===== src/rtl/stopwatch_pkg.sv =====
// -----------------------------------------------------------------------------
// stopwatch_pkg
// Shared constants and helpers for the MM:SS.CC stopwatch core.
//   - FSM state encoding (3-bit, IDLE = 0)
//   - BCD wrap limits for centiseconds and seconds
//   - packed time record {min, sec, csec}, 24 bits of BCD
//   - BCD helper functions used by the counters and the top
// -----------------------------------------------------------------------------
package stopwatch_pkg;

  localparam int TIME_W = 24;

  localparam logic [2:0] ST_IDLE      = 3'd0;
  localparam logic [2:0] ST_RUN       = 3'd1;
  localparam logic [2:0] ST_PAUSE     = 3'd2;
  localparam logic [2:0] ST_RUN_LAP   = 3'd3;
  localparam logic [2:0] ST_PAUSE_LAP = 3'd4;

  localparam logic [7:0] CSEC_MAX = 8'h99;
  localparam logic [7:0] SEC_MAX  = 8'h59;

  typedef struct packed {
    logic [7:0] min;
    logic [7:0] sec;
    logic [7:0] csec;
  } sw_time_t;

  // Converts a binary value 0..99 to two packed BCD digits {tens, ones}.
  function automatic logic [7:0] bin_to_bcd8(input int unsigned value);
    logic [3:0] tens;
    logic [3:0] ones;
    tens = 4'((value / 32'd10) % 32'd10);
    ones = 4'(value % 32'd10);
    return {tens, ones};
  endfunction

  // Adds one to a two-digit BCD value; the ones digit rolls 9 -> 0 with a
  // carry into the tens digit. Callers handle the overall wrap limit.
  function automatic logic [7:0] bcd_inc8(input logic [7:0] value);
    logic [7:0] result;
    if (value[3:0] >= 4'd9) begin
      result = {value[7:4] + 4'd1, 4'd0};
    end else begin
      result = {value[7:4], value[3:0] + 4'd1};
    end
    return result;
  endfunction

endpackage


===== src/rtl/bcd_mod_counter.sv =====
// -----------------------------------------------------------------------------
// bcd_mod_counter
// Two-digit BCD counter that counts 00..limit and wraps back to 00.
// Ports:
//   clk, reset_p  : clock, asynchronous active-high reset
//   clr           : synchronous clear to 00 (wins over inc)
//   inc           : advance by one on this clk
//   limit[7:0]    : last value before wrapping, in BCD
//   bcd[7:0]      : registered count {tens, ones}
//   carry         : inc && bcd == limit, drives inc of the next stage
// -----------------------------------------------------------------------------
module bcd_mod_counter
  import stopwatch_pkg::*;
(
  input  logic       clk,
  input  logic       reset_p,
  input  logic       clr,
  input  logic       inc,
  input  logic [7:0] limit,
  output logic [7:0] bcd,
  output logic       carry
);

  logic [7:0] bcd_q;
  logic [7:0] bcd_d;
  logic       at_limit_s;

  assign at_limit_s = (bcd_q == limit);

  // Next count: clear, wrap at the limit, BCD increment, or hold.
  always_comb begin
    bcd_d = bcd_q;
    if (clr) begin
      bcd_d = 8'h00;
    end else if (inc) begin
      if (at_limit_s) begin
        bcd_d = 8'h00;
      end else begin
        bcd_d = bcd_inc8(bcd_q);
      end
    end else begin
      bcd_d = bcd_q;
    end
  end

  // Count register.
  always_ff @(posedge clk or posedge reset_p) begin
    if (reset_p) begin
      bcd_q <= 8'h00;
    end else begin
      bcd_q <= bcd_d;
    end
  end

  assign bcd   = bcd_q;
  assign carry = inc & at_limit_s;

endmodule


===== src/rtl/stopwatch_bcd_core.sv =====
// -----------------------------------------------------------------------------
// stopwatch_bcd_core
// MM:SS.CC stopwatch driven by a 10 ms tick, with start/stop, lap freeze and
// clear. Count is packed BCD; display feeds the 7-segment scan driver.
// Ports:
//   clk, reset_p          : clock, asynchronous active-high reset
//   tick_10ms             : one-clk pulse per 10 ms (held high = several ticks)
//   btn_start_stop        : one-clk pulse, toggles run/pause (start from IDLE)
//   btn_lap               : one-clk pulse, freezes/unfreezes the display
//   btn_clear             : one-clk pulse, returns to IDLE with zero count
//   disp_min/sec/csec     : BCD {tens, ones}; lap snapshot while lap_active
//   running               : state is RUN or RUN_LAP
//   lap_active            : state is RUN_LAP or PAUSE_LAP
//   wrap_pulse            : one clk high when MIN_LIMIT:59.99 rolls to 00:00.00
// -----------------------------------------------------------------------------
module stopwatch_bcd_core
  import stopwatch_pkg::*;
#(
  parameter int unsigned MIN_LIMIT = 59
) (
  input  logic       clk,
  input  logic       reset_p,
  input  logic       tick_10ms,
  input  logic       btn_start_stop,
  input  logic       btn_lap,
  input  logic       btn_clear,
  output logic [7:0] disp_min,
  output logic [7:0] disp_sec,
  output logic [7:0] disp_csec,
  output logic       running,
  output logic       lap_active,
  output logic       wrap_pulse
);

  localparam logic [7:0] MIN_LIMIT_BCD = bin_to_bcd8(MIN_LIMIT);

  logic [2:0] state_q;
  logic [2:0] state_d;
  sw_time_t   snap_q;
  sw_time_t   snap_d;
  logic       wrap_q;
  logic       wrap_d;

  sw_time_t   live_s;
  sw_time_t   shown_s;
  logic [7:0] csec_s;
  logic [7:0] sec_s;
  logic [7:0] min_s;
  logic       run_state_s;
  logic       lap_state_s;
  logic       count_en_s;
  logic       csec_carry_s;
  logic       sec_carry_s;
  logic       min_carry_s;
  logic       take_snap_s;

  assign run_state_s = (state_q == ST_RUN) || (state_q == ST_RUN_LAP);
  assign lap_state_s = (state_q == ST_RUN_LAP) || (state_q == ST_PAUSE_LAP);

  // Counting depends only on the registered state, so a tick alongside a stop
  // still counts and a tick alongside a start does not. Clear overrides.
  assign count_en_s = tick_10ms & run_state_s & ~btn_clear;

  bcd_mod_counter u_csec (
    .clk     (clk),
    .reset_p (reset_p),
    .clr     (btn_clear),
    .inc     (count_en_s),
    .limit   (CSEC_MAX),
    .bcd     (csec_s),
    .carry   (csec_carry_s)
  );

  bcd_mod_counter u_sec (
    .clk     (clk),
    .reset_p (reset_p),
    .clr     (btn_clear),
    .inc     (csec_carry_s),
    .limit   (SEC_MAX),
    .bcd     (sec_s),
    .carry   (sec_carry_s)
  );

  bcd_mod_counter u_min (
    .clk     (clk),
    .reset_p (reset_p),
    .clr     (btn_clear),
    .inc     (sec_carry_s),
    .limit   (MIN_LIMIT_BCD),
    .bcd     (min_s),
    .carry   (min_carry_s)
  );

  assign live_s = '{min: min_s, sec: sec_s, csec: csec_s};

  // FSM next state; priority clear > start_stop > lap, losers are dropped.
  always_comb begin
    state_d     = state_q;
    take_snap_s = 1'b0;
    if (btn_clear) begin
      state_d = ST_IDLE;
    end else if (btn_start_stop) begin
      case (state_q)
        ST_IDLE:      state_d = ST_RUN;
        ST_RUN:       state_d = ST_PAUSE;
        ST_PAUSE:     state_d = ST_RUN;
        ST_RUN_LAP:   state_d = ST_PAUSE_LAP;
        ST_PAUSE_LAP: state_d = ST_RUN_LAP;
        default:      state_d = ST_IDLE;
      endcase
    end else if (btn_lap) begin
      case (state_q)
        ST_IDLE: begin
          state_d = ST_IDLE;
        end
        ST_RUN: begin
          state_d     = ST_RUN_LAP;
          take_snap_s = 1'b1;
        end
        ST_PAUSE: begin
          state_d     = ST_PAUSE_LAP;
          take_snap_s = 1'b1;
        end
        ST_RUN_LAP: begin
          state_d = ST_RUN;
        end
        ST_PAUSE_LAP: begin
          state_d = ST_PAUSE;
        end
        default: begin
          state_d = ST_IDLE;
        end
      endcase
    end else begin
      state_d = state_q;
    end
  end

  // Snapshot takes the live value as registered, i.e. before this cycle's
  // increment; the wrap flag mirrors the minute stage carry for one clk.
  always_comb begin
    snap_d = snap_q;
    wrap_d = 1'b0;
    if (btn_clear) begin
      snap_d = '0;
      wrap_d = 1'b0;
    end else if (take_snap_s) begin
      snap_d = live_s;
      wrap_d = min_carry_s;
    end else begin
      snap_d = snap_q;
      wrap_d = min_carry_s;
    end
  end

  // State, snapshot and wrap registers.
  always_ff @(posedge clk or posedge reset_p) begin
    if (reset_p) begin
      state_q <= ST_IDLE;
      snap_q  <= '0;
      wrap_q  <= 1'b0;
    end else begin
      state_q <= state_d;
      snap_q  <= snap_d;
      wrap_q  <= wrap_d;
    end
  end

  assign shown_s    = lap_state_s ? snap_q : live_s;
  assign disp_min   = shown_s.min;
  assign disp_sec   = shown_s.sec;
  assign disp_csec  = shown_s.csec;
  assign running    = run_state_s;
  assign lap_active = lap_state_s;
  assign wrap_pulse = wrap_q;

endmodule


===== config.mk =====
export PLATFORM = sky130hd
export DESIGN_NAME = stopwatch_bcd_core
export DESIGN_NICKNAME = d
export VERILOG_FILES = /design/src/rtl/stopwatch_pkg.sv /design/src/rtl/bcd_mod_counter.sv /design/src/rtl/stopwatch_bcd_core.sv
export SDC_FILE = /design/constraint.sdc
export NUM_CORES = 1
export LEC_CHECK = 0
export BUFFER_PORTS_ARGS = -buffer_cell sky130_fd_sc_hd__buf_2
export CAP_MARGIN = 20
export CORE_MARGIN = 8
export CORE_UTILIZATION = 40
export CTS_BUF_LIST = sky130_fd_sc_hd__clkbuf_16
export CTS_CLUSTER_SIZE = 16
export DETAILED_ROUTE_END_ITERATION = 12
export GPL_TIMING_DRIVEN = 0
export PLACE_DENSITY = 0.58
export SETUP_SLACK_MARGIN = 0.1
export SYNTH_ARGS = -nofsm -noshare
export SYNTH_HDL_FRONTEND = slang
export SYNTH_SLANG_ARGS = --single-unit
export TNS_END_PERCENT = 1

===== constraint.sdc =====
create_clock -name clk -period 3.9 [get_ports clk]
set_input_delay 0.195 -clock clk [delete_from_list [all_inputs] [get_ports clk]]
set_output_delay 0.195 -clock clk [all_outputs]
set_load 0.01 [all_outputs]

# Word-level counts from Yosys, hierarchy flattened
# Index checks and enable logic that the tools add are counted.
# word_totals
register_bits,52
in_bits,6
out_inout_bits,27
word_cells,74
# classes
n_addsub,6
order_cmp,3
n_eq_ne,7
muxes,25
bitwise_logic,6
n_reduce_logical,16
# ops
operator,n
$mux W8,12
$mux W24,3
$add A4 B1 Y4 const B,6
$pmux W3 S4,2
$eq A8 B7 Y1 const B,2
$ge A4 B4 Y1 const B,3
$reduce_bool A3 Y1,4
$mux W3,3
$eq A8 B8 Y1 const B,1
$reduce_bool A2 Y1,4
$eq A3 B2 Y1 const B,2
$reduce_and A2 Y1,3
$and A1 B1 Y1,5
$mux W1,5
$reduce_or A2 Y1,2
$eq A3 B1 Y1 const B,1
$eq A3 B3 Y1 const B,1
$logic_not A3 Y1,1
$logic_or A1 B1 Y1,2
$not A1 Y1,1

# Depth between registers and ports, before layout
# Gate-level depths: netlist (run 1).
# depth
word_depth,8
ltp_mapped,8
ltp_nobuf,6

# By module
# A second synthesis (run 1) with hierarchy kept.
# hier_totals
cells_unflattened,340
hier_area_um2,3453.3
# by_module_without_submodules
mod,instances,cells_each,area_each_um2,seq_area_each_um2
bcd_mod_counter,3,76,653.1,200.2
stopwatch_bcd_core,1,112,1493.9,700.7

# Least setup slack after synthesis (run 1)
# OpenSTA, ideal clock, no wires.
# synth_path
kind,register to output
from,register state_q[0]
to,output disp_min[0]
arrival_time_ns,1.661
required_ns,3.705
path_slack_ns,2.044
path_stages_with_launch,7
path_buffers,2
cell_sequence,dfrtp_1 -> buf_2 -> nor2b_1 -> nand2_1 -> o21ai_2 -> buf_2 -> mux2_2
# synth_via
elab_chain_len,3
elab_cells_between_ends,4
cone_classes,eq/ne: 2; mux: 1; reduce/logical: 1
# synth_lines
item,line_no,source
from (decl),stopwatch_bcd_core.sv:37,logic [2:0] state_q;
from (signal assigned),stopwatch_bcd_core.sv:163,state_q <= state_d;
$eq A3 B2 Y1 or $eq A3 B3 Y1 (tied branches),stopwatch_bcd_core.sv:58,assign lap_state_s = (state_q == ST_RUN_LAP) || (state_q == ST_PAUSE_LAP);
$logic_or A1 B1 Y1 *,stopwatch_bcd_core.sv:58,
named net lap_active,stopwatch_bcd_core.sv:31,"output logic lap_active,"
$mux W24 *,stopwatch_bcd_core.sv:169,assign shown_s = lap_state_s ? snap_q : live_s;
to (decl),stopwatch_bcd_core.sv:27,"output logic [7:0] disp_min,"
# Mark *: on every way through the listed nets, which the timed path passes. The rest lies on a longest branch.

# Worst setup path in the final report (run 1)
# layout_path
from,register state_q[0]
to,output disp_csec[7]
# layout_via
elab_chain_len,3
elab_cells_between_ends,4
cone_classes,eq/ne: 2; mux: 1; reduce/logical: 1
# layout_lines
item,line_no,source
$eq A3 B2 Y1 or $eq A3 B3 Y1 (tied branches),stopwatch_bcd_core.sv:58,
$logic_or A1 B1 Y1 *,stopwatch_bcd_core.sv:58,
$mux W24 *,stopwatch_bcd_core.sv:169,
to (decl),stopwatch_bcd_core.sv:29,"output logic [7:0] disp_csec,"
# Mark *: on every way between the ends. The rest lies on a longest branch, timed or not.

==> impl_summary.md, run 1 <==
Run status
The flow ran to the end, and the final reports show no timing, DRC or antenna violations.

Timing
The post-route minimum period is roughly 2.4 ns. For the pin with the worst max-slew slack, the measured transition is roughly 0.71 ns. The highest clock rate is between 400 and 500 MHz. Setup violations remaining at the end of the flow were counted as 0.

The worst-case clock skew is roughly 0.0031 ns. Setup repair after global routing left no endpoint under its margin. The accumulated negative setup slack is 0 ns. The count of pins over their slew limit is 0. The number of hold violations in the final report is 0. In the finished design, the share of the clock period the worst path needs comes to about 62%. The worst pin sits at a relative slew slack of between 50% and 60%.

Die
Once the floorplan was initialized, standard cells occupied 41.32% of the core. The vertical extent of the die is 102.8 um. The floorplan step set the die width to 102.8 um. The core region is 7292 um2.

33 I/O pins were placed. The initialized floorplan defines 31 standard-cell rows. The die footprint is about 11,000 um2.

Layout
Summing all non-filler instances in the final layout gives an area of between 3000 and 4000 um2. The filler cell count in the final layout is ~750. The signed area change from the synthesized netlist to the final layout is 15.74%. The total area of multi-input combinational cells is 1559 um2. 0 antenna diodes ended up in the layout. The number of nets in the final layout is approximately 390. Registers take 1301 um2. The layout cell share with drive strength beyond 1 is a little over a fifth.

Logic synthesis
For this run, the register share of the synthesized area comes to 43.19%. Yosys mapped the design onto 47 distinct sky130hd cell types. The proportion of synthesized flip-flops having asynchronous set or reset is 100.0%.

Yosys mapped a number of flops with a built-in enable equal to 0. The biggest area consumer among synthesized cells is sky130_fd_sc_hd__dfrtp_1. The mean instance size in the synthesized netlist is just over 9 um2. The number of nets handed over by synthesis was around 350.

Yosys printed 0 warnings. Synthesis produced ~330 cells. Counting instances in the post-synthesis netlist gives the leading cell types as sky130_fd_sc_hd__nand2_1, sky130_fd_sc_hd__dfrtp_1, sky130_fd_sc_hd__a21oi_1, sky130_fd_sc_hd__mux2_2, sky130_fd_sc_hd__ha_1. The number of synthesized register bits is 52. The synthesized area is 3013 um2. Yosys attributes the largest share of cell area to sky130_fd_sc_hd__dfrtp_1, sky130_fd_sc_hd__mux2_2, sky130_fd_sc_hd__nand2_1. The synthesized design devotes to its leading area cell type a little over two fifths of total area. The most used flip-flop cell after synthesis is sky130_fd_sc_hd__dfrtp_1. Among all cell types in the netlist, the one instantiated most often is sky130_fd_sc_hd__nand2_1.

Global routing
The total overflow left after global routing is 0. The number of antenna violations at the first check in global routing came to 0. The global-route wire length before repair is ~12 mm. Entering global routing, the biggest net connects 32 pins. The number of global-route vias before repair is roughly 2,400. The overall global routing resource usage is 14.28%.

Setup path
The type of destination of the critical path is an output pin. The flop-to-flop setup slack is approximately 1.8 ns. The worst setup path is of the flip-flop to output pin kind. For the worst setup path, the data arrival time is between 2 and 2.5 ns. The startpoint of the most critical register-to-register path is u_csec.bcd[5]$_DFFE_PP0P_. For the worst setup path, the data required time is approximately 3.7 ns. The cell depth of the worst flop-to-flop path is 6.

Of all nets on the critical path, the largest fanout is 10. The endpoint identified for the worst register-to-register timing path is u_min.bcd[5]$_DFFE_PP0P_. The startpoint kind of the worst setup timing path is a flip-flop.

Power and ir drop
VDD sags by at most about 0.15 mV. The total power divided by cell area is 327.0 nW/um2. Summed over all cells, the static leakage comes to 1.598 nW.

Place
In this run the tool buffered the top-level ports with 32 buffer cells. The congestion estimate from routability-driven global placement came to between 0.8 and 0.9. Summing all placed instances gives a cell area of around 3300 um2.

The sum of net half-perimeters after detailed placement is just over 5 mm.

Detailed routing
The routed design has approximately 7 mm of wire. The average wire per standard cell is about 15 um. The average vias per placed instance is 5.263. The violation count after the first detailed-routing iteration is 95. The first-pass iteration count of the detailed router is 6. In the routed design, unresolved DRC markers number 0. The count of nets left with antenna violations once routing finished came out at 0. The via count of the routed design is 2,458.

Clock network
After clock tree synthesis, the repair step resized 0 gates. The cell chosen for the clock root is sky130_fd_sc_hd__clkbuf_16. The buffers inserted during post-CTS setup optimization is 0. The number of levels in the clock H-tree is 2. The clock reaches the later pin of the worst-skew pair after between 0.2 and 0.3 ns. The number of hold-repair buffers added at the cts stage is 0. No sink is reached through more buffers than the 2 on the longest clock path. The number of clock sinks seen by CTS is 52. The clock input transition at the sequential cells of the worst setup and hold paths is 0.07 ns.

The TritonCTS clock tree is yes. The clock buffer count from CTS is 5.

Flow run
The number of max-cap violations is 0.

Worst hold path
The path class of the lowest-slack min-delay path is primary input to async pin.
-- flip-flops by register name, summed over array words and instances, names as in the netlist --
register	flops
u_csec.bcd	8
wrap_pulse	1
snap_q	24
u_sec.bcd	8
u_min.bcd	8
state_q	3
-- worst max-delay path by stage --
stage,from,to,slack (ns)
after floorplan,state_q[0]$_DFFE_PP0P_,disp_min[0],2.04
after global placement,reset_p,u_sec.bcd[0]$_DFFE_PP0P_,1.65
final,state_q[0]$_DFFE_PP0P_,disp_csec[7],1.48
after CTS,state_q[0]$_DFFE_PP0P_,disp_csec[7],1.43
after global routing,state_q[0]$_DFFE_PP0P_,disp_csec[7],1.36
after detailed placement,state_q[0]$_DFFE_PP0P_,disp_csec[7],1.75
-- cells in the final DEF, fill, tap and decap left out, types with 5 or more instances in the layout --
cell type / count
sky130_fd_sc_hd__a21oi_1: 46
sky130_fd_sc_hd__buf_2: 36
sky130_fd_sc_hd__clkbuf_1: 11
sky130_fd_sc_hd__clkbuf_16: 5
sky130_fd_sc_hd__dfrtp_1: 52
sky130_fd_sc_hd__ha_1: 15
sky130_fd_sc_hd__inv_1: 13
sky130_fd_sc_hd__mux2_2: 24
sky130_fd_sc_hd__nand2_1: 64
sky130_fd_sc_hd__nand2b_1: 5
sky130_fd_sc_hd__nand3_1: 9
sky130_fd_sc_hd__nor2_1: 10
sky130_fd_sc_hd__o21ai_0: 13
sky130_fd_sc_hd__or3_1: 6
-- critical path, cell delays in order (launching register included) --
cell and delay, ns:
sky130_fd_sc_hd__dfrtp_1 0.36, sky130_fd_sc_hd__buf_2 0.17, sky130_fd_sc_hd__nand2b_1 0.16, sky130_fd_sc_hd__o21ai_2 0.34, sky130_fd_sc_hd__buf_2 0.37, sky130_fd_sc_hd__mux2_2 0.40, sky130_fd_sc_hd__buf_2 0.14
-- cell type report --
type,instances,area share [%]
multi-input combinational,241,44.71
sequential,52,37.32
timing repair buffer,33,5.382
clock buffer,5,3.588
tap,99,3.552
buffer,20,2.870
inverter,14,1.507
clock inverter,3,1.076
-- per-layer routing --
layer | wire, um | global-route usage [%]
met5 | 0 | 0
met4 | 63 | 4.672
met3 | 218 | 2.566
met2 | 3295 | 22.88
met1 | 3321 | 19.01
-- cells by family after synthesis --
logic type	count (synthesis)	synth area share (%)
buffers and inverters	34	5.066
adder cells (fa/ha/maj)	15	6.229
AND/OR/NAND/NOR	125	21.72
XOR/XNOR	2	0.5815
flip-flops	52	43.19
multiplexers	27	9.967
AO/OA/AOI/OAI	72	13.25
-- per-stage QoR --
step / std cells / hold WS (ns) / power (W) / util (%) / setup slack (ns)
after floorplan: 327 / 0.3302 / 0.0006294 / - / 2.044
after detailed placement: 459 / 0.3630 / 0.0006663 / 45.59 / 1.755
after CTS: 467 / 0.05298 / 0.001157 / 47.82 / 1.431
final: 467 / 0.01801 / 0.001140 / 47.82 / 1.478
after global routing: 467 / 0.08726 / 0.001189 / 47.82 / 1.359
after global placement: 458 / 0.4973 / 0.0006618 / 45.21 / 1.651
-- report_power, final --
part / leakage, nW / switching [W] / internal, W / total [W]
Clock: 0.0789 / 0.000188 / 0.000298 / 0.000487
Sequential: 0.723 / 0.00000858 / 0.000546 / 0.000554
Combinational: 0.796 / 0.0000656 / 0.0000341 / 0.0000997
Total: 1.60 / 0.000262 / 0.000878 / 0.00114
Note: power is estimated with default switching activity, not from simulation.
==> run 2: changes to the inputs <==
PLACE_DENSITY = 0.6   (was 0.58)
clock period = 2 ns   (was 3.9 ns; I/O delays follow)
==> impl_summary.md, run 2 (synthesized netlist as in run 1, its figures left out) <==
Setup path
The critical path data arrival time is about 1.9 ns. The required arrival time at the worst endpoint is 1.90 ns. The cell seen most often among critical-path stages is sky130_fd_sc_hd__buf_12. In this run the worst path has a maximum fanout of 5. The type of the setup path with the least slack is flip-flop to output pin. The critical path's largest stage delay is approximately 0.38 ns. Traced cell by cell, the critical path runs through buf_6, nor2b_4, nand2_2, o21ai_4, buf_12, buf_12, buf_12, mux2_4, buf_6. The cell type of the slowest stage on the worst timing path is sky130_fd_sc_hd__dfrtp_1.

STA classifies the critical path endpoint as an output pin. The worst setup path is launched from a flip-flop.

Die
The die footprint is roughly 11,000 um2. The area inside the core boundary is about 7300 um2. The floorplan has 31 rows. For this configuration, the core starts out at a cell density of 41.32%.

From bottom edge to top edge, the die measures between 100 and 150 um. In this run the horizontal extent of the chip is between 100 and 150 um. For this design the top-level I/O count stands at 33.

Clock network
CTS saw 52 sinks. The number of clock buffers added by TritonCTS is 5. The later pin in the worst-skew pair is clocked with a latency of around 0.28 ns. Clock-pin slew was measured on the worst setup and hold paths at about 0.07 ns. The clock passes through at most 2 buffers. TritonCTS built the clock tree. The cell chosen for the clock root is sky130_fd_sc_hd__clkbuf_16.

CTS built an H-tree with a depth of 2.

Global routing
The first global-routing pass estimated approximately 13 mm of wire. The number of global-route vias before repair is about 2,500. Across every metal layer, demand over resource in global routing totals 15.21%. The number of antenna violations at the first check in global routing was 0.

Entering global routing, the biggest net connects 32 pins. The remaining global-route overflow is 0.

Power and ir drop
The analysis attributes to net switching a power of ~0.00052 W. The power share of the sequential group is 50.4%. The internal power is 0.001625 W. The total power divided by cell area is ~540 nW/um2. Combinational logic burns 11.9% of the power. The peak supply drop is 0.3668 mV. The analysis attributes to cell leakage a power of 1.758 nW. Power comes to roughly 0.0021 W. The net switching share of the total power is 24.30%. The clock network fraction of design power is 37.7%.

Place
Port buffering added 32 buffers. Including well taps, the total number of placed cells is 459. After legalization and detailed placement, the total HPWL measured 5.057 mm.

The routability-driven placement congestion ratio is between 0.8 and 0.9.

Timing
Setup violations remaining at the end of the flow were counted as 5. Setup repair after global routing could not meet its margin everywhere. At the pin with the least slew margin, the transition time is around 0.56 ns. The highest clock rate is 498.5 MHz.

The setup slack of the critical path after layout is -0.005927 ns. The number of hold violations in the final report is 0. After layout, the minimum clock period comes to 2.006 ns. The count of pins over their slew limit is 0. For the final database, setup skew stands at approximately 0.0042 ns.

Measured against its own limit, the worst slew margin works out to between 60% and 70%. After layout, the worst path uses 100.3% of the clock period.

Detailed routing
The sum of met3 wire segment lengths after detailed routing is ~230 um. The detailed router put a total of between 3 and 4 mm of wire on met1. The number of remaining DRC errors is 0. The routed design uses 3.520 mm of met2 wire. Before antenna repair, the detailed router went through 4 iterations. The number of nets with antenna violations after detailed routing is 0.

The average vias per placed instance is ~5.2. The via count of the routed design is around 2,500. After detailed routing, the average wire length per cell comes to approximately 15 um.

The violation count after the first detailed-routing iteration is ~110. The uppermost layer routed is met4. The total detailed-routing wirelength is about 7.5 mm.

Layout
Measured on the finished design, the core utilization comes to a little over half. The filler cell count in the final layout is ~710. Leaving out fill and tap cells, the most frequent cells in the layout are sky130_fd_sc_hd__nand2_1, sky130_fd_sc_hd__dfrtp_1, sky130_fd_sc_hd__a21oi_1, sky130_fd_sc_hd__buf_6, sky130_fd_sc_hd__mux2_4. For this run, the post-layout net count is around 410.

Across the whole layout, storage elements account for 1305 um2. The count of placed standard cells in the final layout, fillers left out is 483. Ranked by flip-flop count, first place goes to snap_q. In the final layout, the multi-input gates occupy 1677 um2. The post-route netlist has ~29% of its cells at a drive strength greater than 1. The flip-flop count of the largest register, all copies and words added is 24. The antenna diode count is 0. Leaving out fill and tap cells, the most frequent cell in the layout is sky130_fd_sc_hd__nand2_1. From synthesis to final layout, the design area changed by 31.15%.

Run status
The flow ran to the end, but the final reports show violations. The final reports fail on setup timing.

Worst hold path
The min-delay analysis places its worst path in the category primary input to flip-flop.

Flow run
The number of max-cap violations is 0.
## run 2: power groups by stage
stage          clock, W  sequential, W  combinational [W]
2_1_floorplan         0        0.00110           0.000132
3_3_place_gp          0        0.00110           0.000188
3_5_place_dp          0        0.00110           0.000197
4_1_cts        0.000827        0.00108           0.000243
5_1_grt        0.000873        0.00108           0.000284
6_report       0.000809        0.00108           0.000256
## run 2: layout make-up
class                   count  share of cell area (%)
flip-flops and latches     52                   33.03
plain buffers              20                   3.610
multi-input cells         241                   42.43
well taps                  99                   3.135
repair buffers             50                   13.08
clock inverters             2                  0.2217
clock buffers               5                   3.167
inverters                  14                   1.330
## run 2: path summary, 6_finish.rpt
check | start | to | slack, ns | cells after the start
worst min register to register | snap_q[11]$_DFFE_PP0P_ | snap_q[11]$_DFFE_PP0P_ | 0.52 | 2
max in group asynchronous | reset_p | wrap_pulse$_DFF_PP0_ | 1.06 | 4
worst max-delay path | state_q[2]$_DFFE_PP0P_ | disp_sec[7] | -0.006 | 9
worst max register to register | state_q[1]$_DFFE_PP0P_ | snap_q[12]$_DFFE_PP0P_ | 0.08 | 7
worst min-delay path | btn_start_stop | state_q[0]$_DFFE_PP0P_ | 0.13 | 3
min in group asynchronous | reset_p | state_q[2]$_DFFE_PP0P_ | 0.39 | 3
## run 2: metrics by stage
stage	instance area [um2]	setup WS (ns)	TNS, ns	hold WS (ns)
6_report	3951	-0.005927	-0.01931	0.1334
5_1_grt	3951	-0.07019	-0.9893	0.1665
4_1_cts	3837	0.0006155	0	0.1088
3_5_place_dp	3317	-0.1049	-1.271	0.1666
3_3_place_gp	3297	-0.1331	-7.208	0.4025
2_1_floorplan	3013	0.2389	0	0.2352
## run 2: critical path: cells and delay by family (launching register included)
family	cells	cell delay, ns
DFF	1	0.38
muxes	1	0.30
buffers and inverters	5	0.62
AOI/OAI and AO/OA	1	0.10
and+or+nand+nor	2	0.21
## run 2: layer usage
layer  vias to the layer above  track usage, %
met5                         -               0
met2                        35           24.63
li1                       1249               -
met1                      1237           20.33
met4                         0           4.338
met3                         6           2.566
## run 2: timing repair
| action | in CTS | in global routing |
|---|---|---|
| setup endpoints to repair | 51 | 62 |
| hold endpoints to repair | 21 | 0 |
| pin swaps | 1 | 4 |
| cloned | 2 | 0 |
| resized for setup | 47 | 28 |
| hold buffers | 1 | 0 |
| setup buffers | 11 | 3 |
